## config.mk

```make
export PLATFORM = sky130hd
export DESIGN_NAME = ux607_regbus_target_flat
export DESIGN_NICKNAME = d
export VERILOG_FILES = /design/src/rtl/ux607_regbus_pkg.sv /design/src/rtl/ux607_regbus_if.sv /design/src/rtl/ux607_rsp_fifo.sv /design/src/rtl/ux607_regbus_target.sv /design/src/flat_wrapper.sv
export SDC_FILE = /design/constraint.sdc
export NUM_CORES = 1
export LEC_CHECK = 0
export BUFFER_PORTS_ARGS = -buffer_cell sky130_fd_sc_hd__buf_2
export CAP_MARGIN = 15
export CORE_MARGIN = 2
export CORE_UTILIZATION = 48
export DETAILED_ROUTE_END_ITERATION = 10
export GPL_TIMING_DRIVEN = 0
export PLACE_DENSITY_LB_ADDON = 0.05
export SYNTH_ARGS = -nofsm -noshare
export SYNTH_HDL_FRONTEND = slang
export SYNTH_HIERARCHICAL = 1
export SYNTH_SLANG_ARGS = --single-unit
```

## constraint.sdc

```tcl
create_clock -name clock -period 3.7 [get_ports clock]
set_input_delay 0.37 -clock clock [delete_from_list [all_inputs] [get_ports clock]]
set_output_delay 0.37 -clock clock [all_outputs]
set_load 0.02 [all_outputs]
```

## src/rtl/ux607_regbus_pkg.sv

```systemverilog
// -----------------------------------------------------------------------------
// ux607_regbus_pkg
// Shared types and defaults for the register-bus target.
//   DEF_*     : default parameter values used by the target and its interface
//   rsp_t     : one response FIFO entry (read, err, data, extra)
//   req_t     : request fields as presented by the upstream request queue
//   rdata_sel : stage-B data select (array data only for in-range reads)
// -----------------------------------------------------------------------------
package ux607_regbus_pkg;

  localparam int DEF_IDX_W     = 10;
  localparam int DEF_EXTRA_W   = 10;
  localparam int DEF_IDX_LIMIT = 1024;
  localparam int DEF_RSP_DEPTH = 2;

  typedef struct packed {
    logic                   read;
    logic                   err;
    logic [31:0]            data;
    logic [DEF_EXTRA_W-1:0] extra;
  } rsp_t;

  typedef struct packed {
    logic                   read;
    logic [DEF_IDX_W-1:0]   index;
    logic [31:0]            data;
    logic [3:0]             mask;
    logic [DEF_EXTRA_W-1:0] extra;
  } req_t;

  // Writes and out-of-range reads return zero data.
  function automatic logic [31:0] rdata_sel(input logic        read,
                                            input logic        err,
                                            input logic [31:0] rdata);
    return (read && !err) ? rdata : 32'h0;
  endfunction

endpackage

```

## src/rtl/ux607_regbus_if.sv

```systemverilog
// -----------------------------------------------------------------------------
// ux607_regbus_if
// Request and response channels of the register-bus target.
//   req_* : valid/ready request channel (read, index, data, mask, extra)
//   rsp_* : valid/ready response channel (read, data, err, extra)
// Modports: slave (the target), master (request source / response sink).
// -----------------------------------------------------------------------------
interface ux607_regbus_if #(
  parameter int IDX_W   = ux607_regbus_pkg::DEF_IDX_W,
  parameter int EXTRA_W = ux607_regbus_pkg::DEF_EXTRA_W
);

  logic               req_valid;
  logic               req_ready;
  logic               req_read;
  logic [IDX_W-1:0]   req_index;
  logic [31:0]        req_data;
  logic [3:0]         req_mask;
  logic [EXTRA_W-1:0] req_extra;

  logic               rsp_valid;
  logic               rsp_ready;
  logic               rsp_read;
  logic [31:0]        rsp_data;
  logic               rsp_err;
  logic [EXTRA_W-1:0] rsp_extra;

  modport slave (
    input  req_valid, req_read, req_index, req_data, req_mask, req_extra,
    output req_ready,
    output rsp_valid, rsp_read, rsp_data, rsp_err, rsp_extra,
    input  rsp_ready
  );

  modport master (
    output req_valid, req_read, req_index, req_data, req_mask, req_extra,
    input  req_ready,
    input  rsp_valid, rsp_read, rsp_data, rsp_err, rsp_extra,
    output rsp_ready
  );

endinterface

```

## src/rtl/ux607_rsp_fifo.sv

```systemverilog
// -----------------------------------------------------------------------------
// ux607_rsp_fifo
// Small synchronous FIFO holding responses until the downstream accepts them.
//   clk, rst_n  : clock, asynchronous active-low reset (empties the FIFO)
//   push_i      : write push_data_i (ignored when full and not popping)
//   pop_i       : consume the head entry (ignored when empty)
//   head_o      : head entry, valid while valid_o is high
//   valid_o     : FIFO not empty
//   count_o     : number of stored entries
// DEPTH must be a power of two >= 2 so pointers wrap naturally.
// -----------------------------------------------------------------------------
module ux607_rsp_fifo #(
  parameter  int DEPTH = 2,
  parameter  int WIDTH = 8,
  localparam int PTR_W = $clog2(DEPTH),
  localparam int CNT_W = $clog2(DEPTH + 1)
) (
  input  logic             clk,
  input  logic             rst_n,
  input  logic             push_i,
  input  logic [WIDTH-1:0] push_data_i,
  input  logic             pop_i,
  output logic [WIDTH-1:0] head_o,
  output logic             valid_o,
  output logic [CNT_W-1:0] count_o
);

  localparam logic [CNT_W-1:0] DEPTH_C = CNT_W'(DEPTH);

  logic [WIDTH-1:0] mem_q [DEPTH];
  logic [PTR_W-1:0] wr_ptr_q, wr_ptr_d;
  logic [PTR_W-1:0] rd_ptr_q, rd_ptr_d;
  logic [CNT_W-1:0] count_q, count_d;
  logic             push_en, pop_en;

  assign pop_en  = pop_i && (count_q != '0);
  // A full FIFO may still accept a push when the head leaves in the same cycle.
  assign push_en = push_i && ((count_q != DEPTH_C) || pop_en);

  // NOTE: every signal written in always_comb gets a default first, so no
  // path leaves it unassigned and no latch is inferred.
  always_comb begin
    wr_ptr_d = wr_ptr_q;
    rd_ptr_d = rd_ptr_q;
    count_d  = count_q;
    if (push_en) wr_ptr_d = wr_ptr_q + PTR_W'(1);
    if (pop_en)  rd_ptr_d = rd_ptr_q + PTR_W'(1);
    unique case ({push_en, pop_en})
      2'b10:   count_d = count_q + CNT_W'(1);
      2'b01:   count_d = count_q - CNT_W'(1);
      default: count_d = count_q;
    endcase
  end

  // NOTE: sequential state uses non-blocking <= so all flops update from
  // pre-edge values regardless of process ordering.
  always_ff @(posedge clk or negedge rst_n) begin
    if (!rst_n) begin
      wr_ptr_q <= '0;
      rd_ptr_q <= '0;
      count_q  <= '0;
    end else begin
      wr_ptr_q <= wr_ptr_d;
      rd_ptr_q <= rd_ptr_d;
      count_q  <= count_d;
    end
  end

  // NOTE: the storage array has no reset; occupancy is defined solely by the
  // pointers and count, so stale contents are never observable.
  always_ff @(posedge clk) begin
    if (push_en) mem_q[wr_ptr_q] <= push_data_i;
  end

  assign head_o  = mem_q[rd_ptr_q];
  assign valid_o = (count_q != '0);
  assign count_o = count_q;

endmodule

```

## src/rtl/ux607_regbus_target.sv

```systemverilog
// -----------------------------------------------------------------------------
// ux607_regbus_target
// Turns queued register requests into single-cycle accesses on a synchronous
// register array (1-cycle read latency) and returns one response per request,
// in acceptance order, through a small response FIFO.
//   clock, reset_n : clock, asynchronous active-low reset
//   bus (slave)    : req_* request channel in, rsp_* response channel out
//   mem_en/mem_wen/mem_addr/mem_wdata/mem_wmask : array access port (out)
//   mem_rdata      : array read data, valid the cycle after a read strobe
// Pipeline: stage A issues the access in the accept cycle; stage B (next
// cycle) combines the in-flight register with mem_rdata and pushes the FIFO.
// EXTRA_W must match the package default because rsp_t is shared.
// -----------------------------------------------------------------------------
module ux607_regbus_target
  import ux607_regbus_pkg::*;
#(
  parameter int IDX_W     = DEF_IDX_W,
  parameter int EXTRA_W   = DEF_EXTRA_W,
  parameter int IDX_LIMIT = DEF_IDX_LIMIT,
  parameter int RSP_DEPTH = DEF_RSP_DEPTH
) (
  input  logic             clock,
  input  logic             reset_n,
  ux607_regbus_if.slave    bus,
  output logic             mem_en,
  output logic             mem_wen,
  output logic [IDX_W-1:0] mem_addr,
  output logic [31:0]      mem_wdata,
  output logic [3:0]       mem_wmask,
  input  logic [31:0]      mem_rdata
);

  localparam int               CNT_W   = $clog2(RSP_DEPTH + 1);
  localparam logic [IDX_W:0]   LIMIT_C = (IDX_W + 1)'(IDX_LIMIT);
  localparam logic [CNT_W:0]   DEPTH_C = (CNT_W + 1)'(RSP_DEPTH);

  // Stage-B in-flight register.
  logic               infl_valid_q, infl_valid_d;
  logic               infl_read_q,  infl_read_d;
  logic               infl_err_q,   infl_err_d;
  logic [EXTRA_W-1:0] infl_extra_q, infl_extra_d;

  // Held low during reset and for the edge that releases it, so no request is
  // taken while state is still settling.
  logic ready_en_q;

  logic             req_ready;
  logic             accept;
  logic             in_range;
  logic             pop;
  logic [CNT_W:0]   occupancy;
  logic             fifo_valid;
  logic [CNT_W-1:0] fifo_count;
  rsp_t             push_rsp;
  rsp_t             head_rsp;

  // ---------------------------------------------------------------------------
  // Stage A: range check and array access in the accept cycle
  // ---------------------------------------------------------------------------
  assign in_range  = ({1'b0, bus.req_index} < LIMIT_C);
  assign accept    = bus.req_valid && req_ready;

  assign mem_en    = accept && in_range;
  assign mem_wen   = !bus.req_read;
  assign mem_addr  = bus.req_index;
  assign mem_wdata = bus.req_data;
  assign mem_wmask = bus.req_read ? 4'h0 : bus.req_mask;

  // Slots are counted against responses already queued plus the one in flight;
  // a pop this cycle frees a slot. Only registered state and rsp_ready feed
  // this, so there is no path from req_valid to req_ready.
  assign pop       = fifo_valid && bus.rsp_ready;
  assign occupancy = {1'b0, fifo_count}
                   + (CNT_W + 1)'(infl_valid_q)
                   - (CNT_W + 1)'(pop);
  assign req_ready = ready_en_q && (occupancy < DEPTH_C);
  assign bus.req_ready = req_ready;

  always_comb begin
    infl_valid_d = accept;
    infl_read_d  = infl_read_q;
    infl_err_d   = infl_err_q;
    infl_extra_d = infl_extra_q;
    if (accept) begin
      infl_read_d  = bus.req_read;
      infl_err_d   = !in_range;
      infl_extra_d = bus.req_extra;
    end
  end

  always_ff @(posedge clock or negedge reset_n) begin
    if (!reset_n) begin
      ready_en_q   <= 1'b0;
      infl_valid_q <= 1'b0;
      infl_read_q  <= 1'b0;
      infl_err_q   <= 1'b0;
      infl_extra_q <= '0;
    end else begin
      ready_en_q   <= 1'b1;
      infl_valid_q <= infl_valid_d;
      infl_read_q  <= infl_read_d;
      infl_err_q   <= infl_err_d;
      infl_extra_q <= infl_extra_d;
    end
  end

  // ---------------------------------------------------------------------------
  // Stage B: build the response while mem_rdata is valid and queue it
  // ---------------------------------------------------------------------------
  always_comb begin
    push_rsp       = '0;
    push_rsp.read  = infl_read_q;
    push_rsp.err   = infl_err_q;
    push_rsp.data  = rdata_sel(infl_read_q, infl_err_q, mem_rdata);
    push_rsp.extra = infl_extra_q;
  end

  ux607_rsp_fifo #(
    .DEPTH (RSP_DEPTH),
    .WIDTH ($bits(rsp_t))
  ) u_rsp_fifo (
    .clk         (clock),
    .rst_n       (reset_n),
    .push_i      (infl_valid_q),
    .push_data_i (push_rsp),
    .pop_i       (pop),
    .head_o      (head_rsp),
    .valid_o     (fifo_valid),
    .count_o     (fifo_count)
  );

  // The head entry only changes on a pop, so rsp_* is stable under backpressure.
  assign bus.rsp_valid = fifo_valid;
  assign bus.rsp_read  = head_rsp.read;
  assign bus.rsp_err   = head_rsp.err;
  assign bus.rsp_data  = head_rsp.data;
  assign bus.rsp_extra = head_rsp.extra;

endmodule
```

## src/flat_wrapper.sv

```systemverilog
// flat-port wrapper written by rule: the top's interface ports become plain ports
module ux607_regbus_target_flat import ux607_regbus_pkg::*;
#(
  parameter int IDX_W     = DEF_IDX_W,
  parameter int EXTRA_W   = DEF_EXTRA_W,
  parameter int IDX_LIMIT = DEF_IDX_LIMIT,
  parameter int RSP_DEPTH = DEF_RSP_DEPTH
)
  (clock, reset_n, mem_en, mem_wen, mem_addr, mem_wdata, mem_wmask, mem_rdata, bus_req_valid, bus_req_read, bus_req_index, bus_req_data, bus_req_mask, bus_req_extra, bus_req_ready, bus_rsp_valid, bus_rsp_read, bus_rsp_data, bus_rsp_err, bus_rsp_extra, bus_rsp_ready);
  ux607_regbus_if #(.IDX_W(IDX_W), .EXTRA_W(EXTRA_W)) bus_i ();
  input  logic clock;
  input  logic reset_n;
  output logic mem_en;
  output logic mem_wen;
  output logic [IDX_W-1:0] mem_addr;
  output logic [31:0] mem_wdata;
  output logic [3:0] mem_wmask;
  input  logic [31:0] mem_rdata;
  input wire logic [$bits(bus_i.req_valid)-1:0] bus_req_valid;
  input wire logic [$bits(bus_i.req_read)-1:0] bus_req_read;
  input wire logic [$bits(bus_i.req_index)-1:0] bus_req_index;
  input wire logic [$bits(bus_i.req_data)-1:0] bus_req_data;
  input wire logic [$bits(bus_i.req_mask)-1:0] bus_req_mask;
  input wire logic [$bits(bus_i.req_extra)-1:0] bus_req_extra;
  output wire logic [$bits(bus_i.req_ready)-1:0] bus_req_ready;
  output wire logic [$bits(bus_i.rsp_valid)-1:0] bus_rsp_valid;
  output wire logic [$bits(bus_i.rsp_read)-1:0] bus_rsp_read;
  output wire logic [$bits(bus_i.rsp_data)-1:0] bus_rsp_data;
  output wire logic [$bits(bus_i.rsp_err)-1:0] bus_rsp_err;
  output wire logic [$bits(bus_i.rsp_extra)-1:0] bus_rsp_extra;
  input wire logic [$bits(bus_i.rsp_ready)-1:0] bus_rsp_ready;
  assign bus_i.req_valid = bus_req_valid;
  assign bus_i.req_read = bus_req_read;
  assign bus_i.req_index = bus_req_index;
  assign bus_i.req_data = bus_req_data;
  assign bus_i.req_mask = bus_req_mask;
  assign bus_i.req_extra = bus_req_extra;
  assign bus_req_ready = bus_i.req_ready;
  assign bus_rsp_valid = bus_i.rsp_valid;
  assign bus_rsp_read = bus_i.rsp_read;
  assign bus_rsp_data = bus_i.rsp_data;
  assign bus_rsp_err = bus_i.rsp_err;
  assign bus_rsp_extra = bus_i.rsp_extra;
  assign bus_i.rsp_ready = bus_rsp_ready;
  ux607_regbus_target #(.IDX_W(IDX_W), .EXTRA_W(EXTRA_W), .IDX_LIMIT(IDX_LIMIT), .RSP_DEPTH(RSP_DEPTH)) u_core (.clock(clock), .reset_n(reset_n), .bus(bus_i), .mem_en(mem_en), .mem_wen(mem_wen), .mem_addr(mem_addr), .mem_wdata(mem_wdata), .mem_wmask(mem_wmask), .mem_rdata(mem_rdata));
endmodule
```

[Yosys cells after proc, flatten, opt, wreduce, memory -nomap -nowiden]
Memories as Yosys holds them, arrays and structs flattened.
Cells that the tools add are included.
Storage, ports and cells
  register bits after elaboration: 17
  bits in writable memories: 86
  bits of input ports: 93
  output and inout bits: 94
  logic and storage cells: 32
  memories: 1
Memories
  u_core.u_rsp_fifo.mem_q: words 2, width 43, rd ports 1, clocked after memory_dff 0, wr ports 1, line ux607_rsp_fifo.sv:30  | logic [WIDTH-1:0] mem_q [DEPTH];
Cells by class
  add/sub/neg operators: 6
  $lt $le $gt $ge: 1
  eq/ne operators: 3
  mux-type cells: 5
  reduce and logical (&&, ||, !) cells: 9
Operator list (count)
  $mux 32: 1
  $logic_and 1x1->1: 5
  $mux 4: 1
  $pmux 2 s2: 1
  $reduce_bool 2->1: 2
  $add 2x1->3: 1
  $lt 3x2->1 const B: 1
  $sub 3x1->3: 1
  $add 1x1->1 const B: 2
  $add 2x1->2 const B: 1
  $eq 2x1->1 const B: 1
  $eq 2x2->1 const B: 1
  $mux 1: 2
  $ne 2x2->1 const B: 1
  $sub 2x1->2 const B: 1
  $logic_not 1->1: 1
  $logic_or 1x1->1: 1

[Logic depth before layout (Yosys ltp)]
  depth in word-level cells: 7
  depth in mapped cells: 9

[By module]
Netlist, hierarchy kept.
Modules (own cells, without submodules)
  ux607_rsp_fifo: instances 1, cells each 160, area an instance 3393.3 um^2
  ux607_regbus_target: instances 1, cells each 118, area an instance 1101.1 um^2

[Least setup slack after synthesis]
No wires, ideal clock.
  kind: register to register
  start: reg u_core.u_rsp_fifo.count_q[1] (netlist: u_core/u_rsp_fifo/count_o[1])
  end: mem u_core/u_rsp_fifo/mem_q[0][0] in the netlist's numbering (enable)
  arrival time: 2.974 ns
  slack: 0.280 ns
  cell stages (with the launch flop): 6
  clock period less this slack: 3.420 ns
  path through: dfrtp_1 or2_2 and2_1 or3b_1 nand2_2 nor2_1
On the way
  longest elaborated chain between the ends: 7
Ends and longest elaborated chain
  start: declaration: line ux607_rsp_fifo.sv:33  | logic [CNT_W-1:0] count_q, count_d;
  start signal: assignment: line ux607_rsp_fifo.sv:65  | count_q <= count_d;
  $reduce_bool 2->1: line ux607_rsp_fifo.sv:76  | assign valid_o = (count_q != '0);
  named net bus_rsp_valid: line flat_wrapper.sv:26  | output wire logic [$bits(bus_i.rsp_valid)-1:0] bus_rsp_valid;
  $logic_and 1x1->1: line ux607_regbus_target.sv:72  | assign pop = fifo_valid && bus.rsp_ready;
  named net u_core.pop: line ux607_regbus_target.sv:50  | logic pop;
  $logic_and 1x1->1: line ux607_rsp_fifo.sv:36  | assign pop_en = pop_i && (count_q != '0);
  $logic_or 1x1->1: line ux607_rsp_fifo.sv:38  | assign push_en = push_i && ((count_q != DEPTH_C) || pop_en);
  $logic_and 1x1->1: line ux607_rsp_fifo.sv:38
  $mux 1: line ux607_rsp_fifo.sv:72  | if (push_en) mem_q[wr_ptr_q] <= push_data_i;
  $mux 1 (not written as such): line ux607_rsp_fifo.sv:72
  end: declaration: line ux607_rsp_fifo.sv:30
The timed path passes the listed nets, and every way through them passes these cells.

[Worst setup path after layout]
  start: reg u_core.u_rsp_fifo.count_q[1] (netlist: u_core/u_rsp_fifo/count_o[1])
  end: out mem_en
On the way
  longest elaborated chain between the ends: 6
Ends and longest elaborated chain
  $reduce_bool 2->1: line ux607_rsp_fifo.sv:76
  $logic_and 1x1->1: line ux607_regbus_target.sv:72
  named net u_core.pop: line ux607_regbus_target.sv:50
  $sub 3x1->3: line ux607_regbus_target.sv:75  | - (CNT_W + 1)'(pop);
  $lt 3x2->1: line ux607_regbus_target.sv:76  | assign req_ready = ready_en_q && (occupancy < DEPTH_C);
  $logic_and 1x1->1: line ux607_regbus_target.sv:76
  $logic_and 1x1->1: line ux607_regbus_target.sv:61  | assign accept = bus.req_valid && req_ready;
  end: declaration: line flat_wrapper.sv:13  | output logic mem_en;
The timed path passes the listed nets, and every way through them passes these cells.

==> results by group <==
CTS
  – Worst-Skew Late Latency: 0.37 ns
  – Number of buffers created by CTS: 9
  – Max H-tree Level: 3
  – CTS Buffer Depth: 2
  – Clock sink count: 105
  – Root buf cell: clkbuf_8
  – Post-CTS Setup Repair Bufs: 0
  – CTS tree: yes
  – Clock-pin transition on the worst setup and hold timing paths: 0.11 ns

Finish
  – Filler cells: 739
  – Syn-to-layout area delta: 24.4%
  – Share of layout cells above drive strength 1: 0.610
  – Final core utilization: 0.611
  – Most frequent cells in the layout: buf_2, edfxtp_1, mux2_2
  – # nets final: 531
  – Commonest non-fill, non-tap cell in the layout: buf_2
  – # diodes: 0

Place
  – Placer Congestion: 0.728
  – DP Wirelength: 5.72 mm
  – PortBufs: 144

Worst setup path
  – Flop-to-flop setup slack: 0.60 ns
  – CP endpoint kind: output pin
  – Kind of critical path: register to output pin
  – Worst EP required: 3.33 ns
  – Critical path peak fanout: 11
  – Critical path's largest stage delay: 0.50 ns
  – Reg2Reg Depth: 9
  – Critical Path Slowest Stage Cell: fa_1
  – CP Cell Sequence: or2_2 -> and2_1 -> ha_1 -> nand2b_1 -> fa_1 -> nand2_1 -> nor3b_4 -> buf_6 -> buf_2
  – CP startpoint kind: register
  – CP arrival: 3.18 ns

Die
  – Row Count: 35
  – Die X: 101 um
  – Initial Util: 0.491
  – Core area: 0.00915 mm^2
  – IO Pins: 187
  – Die area: 0.0102 mm^2
  – Die Height: 101 um

Global route
  – Vias in the first global route: 2,599
  – GRT Total Usage: 0.168
  – Grt ovf: 0
  – Initial antenna violation count: 0
  – Largest net degree at the start of global routing: 45
  – First-pass GRT wire length: 12.6 mm

Detailed routing
  – 1st-iter DRT viols: 84
  – Antenna Violating Nets Remaining: 0
  – Vias: 2,656
  – Avg WL per Cell: 15.0 um
  – Drt via density: 4.81
  – DRT Wirelength: 8.30 mm
  – DR DRC count: 0
  – Drt pass-1 iters: 4

Timing
  – Fin. Hold Viols: 0
  – Endpoints failing setup: 0
  – Count of final max-slew check failures: 0
  – Relative slew slack: 0.259
  – Worst-Margin Slew: 1.11 ns
  – Hold Slack: 0.231 ns
  – Max Freq: 0.282 GHz
  – Skew final: 0.0177 ns
  – Fin crit period: 3.55 ns
  – Fin crit share: 0.960

Logic synthesis
  – Yosys cell types: 28
  – Post-synth top area cell: edfxtp_1
  – Synth Instances: 278
  – Synthesized area: 0.00449 mm^2
  – Most area-consuming cells after synthesis: edfxtp_1, mux2_2, dfrtp_1
  – Top cell type's share of synthesized area: 0.588
  – Share of the yosys chip area belonging to registers: 0.683
  – Seq cells post-synth: 105
  – Syn_area_per_cell: 16.2 um^2
  – Synthesis warning total: 6

Worst hold path
  – Hold crit path type: primary input to register
  – Hold path depth: 2

Run status
  – Status: finished, final reports clean

Power and ir drop
  – Worst VDD drop: 0.380 mV
  – LEAKAGE: 0.00234 uW
  – Pwr dens: 737 mW/mm^2
  – Pwr Total: 4120 uW

Job
  – Max cap viols: 0
per-stage QoR:
step | cell area, um^2 | setup WS, ns | std cells | TNS (ns)
2_1_floorplan | 4500 | 0.280 | 279 | 0
3_3_place_gp | 5360 | -0.976 | 534 | -42.86
3_5_place_dp | 5390 | 0.461 | 535 | 0
4_1_cts | 5590 | 0.0490 | 552 | 0
5_1_grt | 5590 | -0.00878 | 552 | -0.00878
6_report | 5590 | 0.149 | 552 | 0
routing by layer:
layer  part of all wire  vias to the layer above  track usage  wire (um)
met2               0.54                      114        0.303       4460
met4              0.013                        0       0.0727        106
met3              0.061                        9       0.0312        506
li1                   -                     1254            -          -
met5                  0                        -            0          0
met1               0.39                     1279        0.196       3230
sequential cells by signal, indices dropped and copies added, names as in the netlist:
register	flops
u_core/ready_en_q	1
u_core/u_rsp_fifo/wr_ptr_q	1
u_core/infl_extra_q	10
u_core/u_rsp_fifo/count_o	2
u_core/infl_valid_q	1
u_core/u_rsp_fifo/mem_q	88
u_core/infl_read_q	1
u_core/u_rsp_fifo/rd_ptr_q	1
cell families after synthesis:
family	count (synthesis)	share of synthesized area
DFF	105	0.683
muxes	55	0.138
buffers and inverters	55	0.0863
and+or+nand+nor	51	0.0716
AOI/OAI and AO/OA	4	0.00501
xor gates and xnor gates	4	0.00780
adders and majority gates	2	0.00724
other	2	0.00167
path summary, 6_finish.rpt:
check | start | to
setup / recovery | u_core/u_rsp_fifo/count_o[1] | mem_en
hold / removal | bus_req_extra[8] | u_core/infl_extra_q[8]
setup reg to reg | u_core/u_rsp_fifo/count_o[1] | u_core/infl_extra_q[7]
hold reg to reg | u_core/infl_extra_q[3] | u_core/u_rsp_fifo/mem_q[1][3]
min in group asynchronous | reset_n | u_core/infl_extra_q[8]
max in group asynchronous | reset_n | u_core/u_rsp_fifo/rd_ptr_q
final cells by class:
type	instances	area [um^2]	share of cell area
sequential	105	3070	0.549
clock buffer	11	153	0.0273
clock inverter	5	37.5	0.00671
multi-input combinational	119	1060	0.189
timing repair buffer	146	751	0.134
inverter	4	15.0	0.00269
buffer	51	373	0.0667
tap	111	139	0.0248
what timing repair did:
item,in CTS,in global routing
hold endpoints to repair,17,0
endpoints found under the setup margin,0,1
hold buffers,1,0
gates resized for setup,0,1
synth_stat cells:
cell and instances:
or2_2 1, or3b_1 1, edfxtp_1 88, a22oi_1 1
clkbuf_1 3, nand2_1 2, nor3b_2 1, nand2b_1 2
ha_1 1, nand2_2 1, conb_1 2, buf_6 1
inv_1 4, buf_2 1, and4_2 1, xnor2_1 2
xor2_1 2, or2_1 1, dfrtp_1 17, fa_1 1
buf_4 46, and2_1 33, nor3_1 1, a21oi_1 3
nor2_1 2, mux2_2 55, and3_2 1, nor2b_1 4
worst max-delay path, delay by kind of cell (launching register included):
| family | cells | cell delay (ns) |
|---|---|---|
| adder cells (fa/ha/maj) | 2 | 0.81 |
| buffers and inverters | 2 | 0.39 |
| AND/OR/NAND/NOR | 5 | 1.14 |
| flip-flops | 1 | 0.48 |
power breakdown:
part	switching (uW)	total [uW]	internal, uW
combinational	934	1630	693
sequential	123	1820	1700
clock	386	675	289
total	1440	4120	2680
Note: power is estimated with default switching activity, not from simulation.
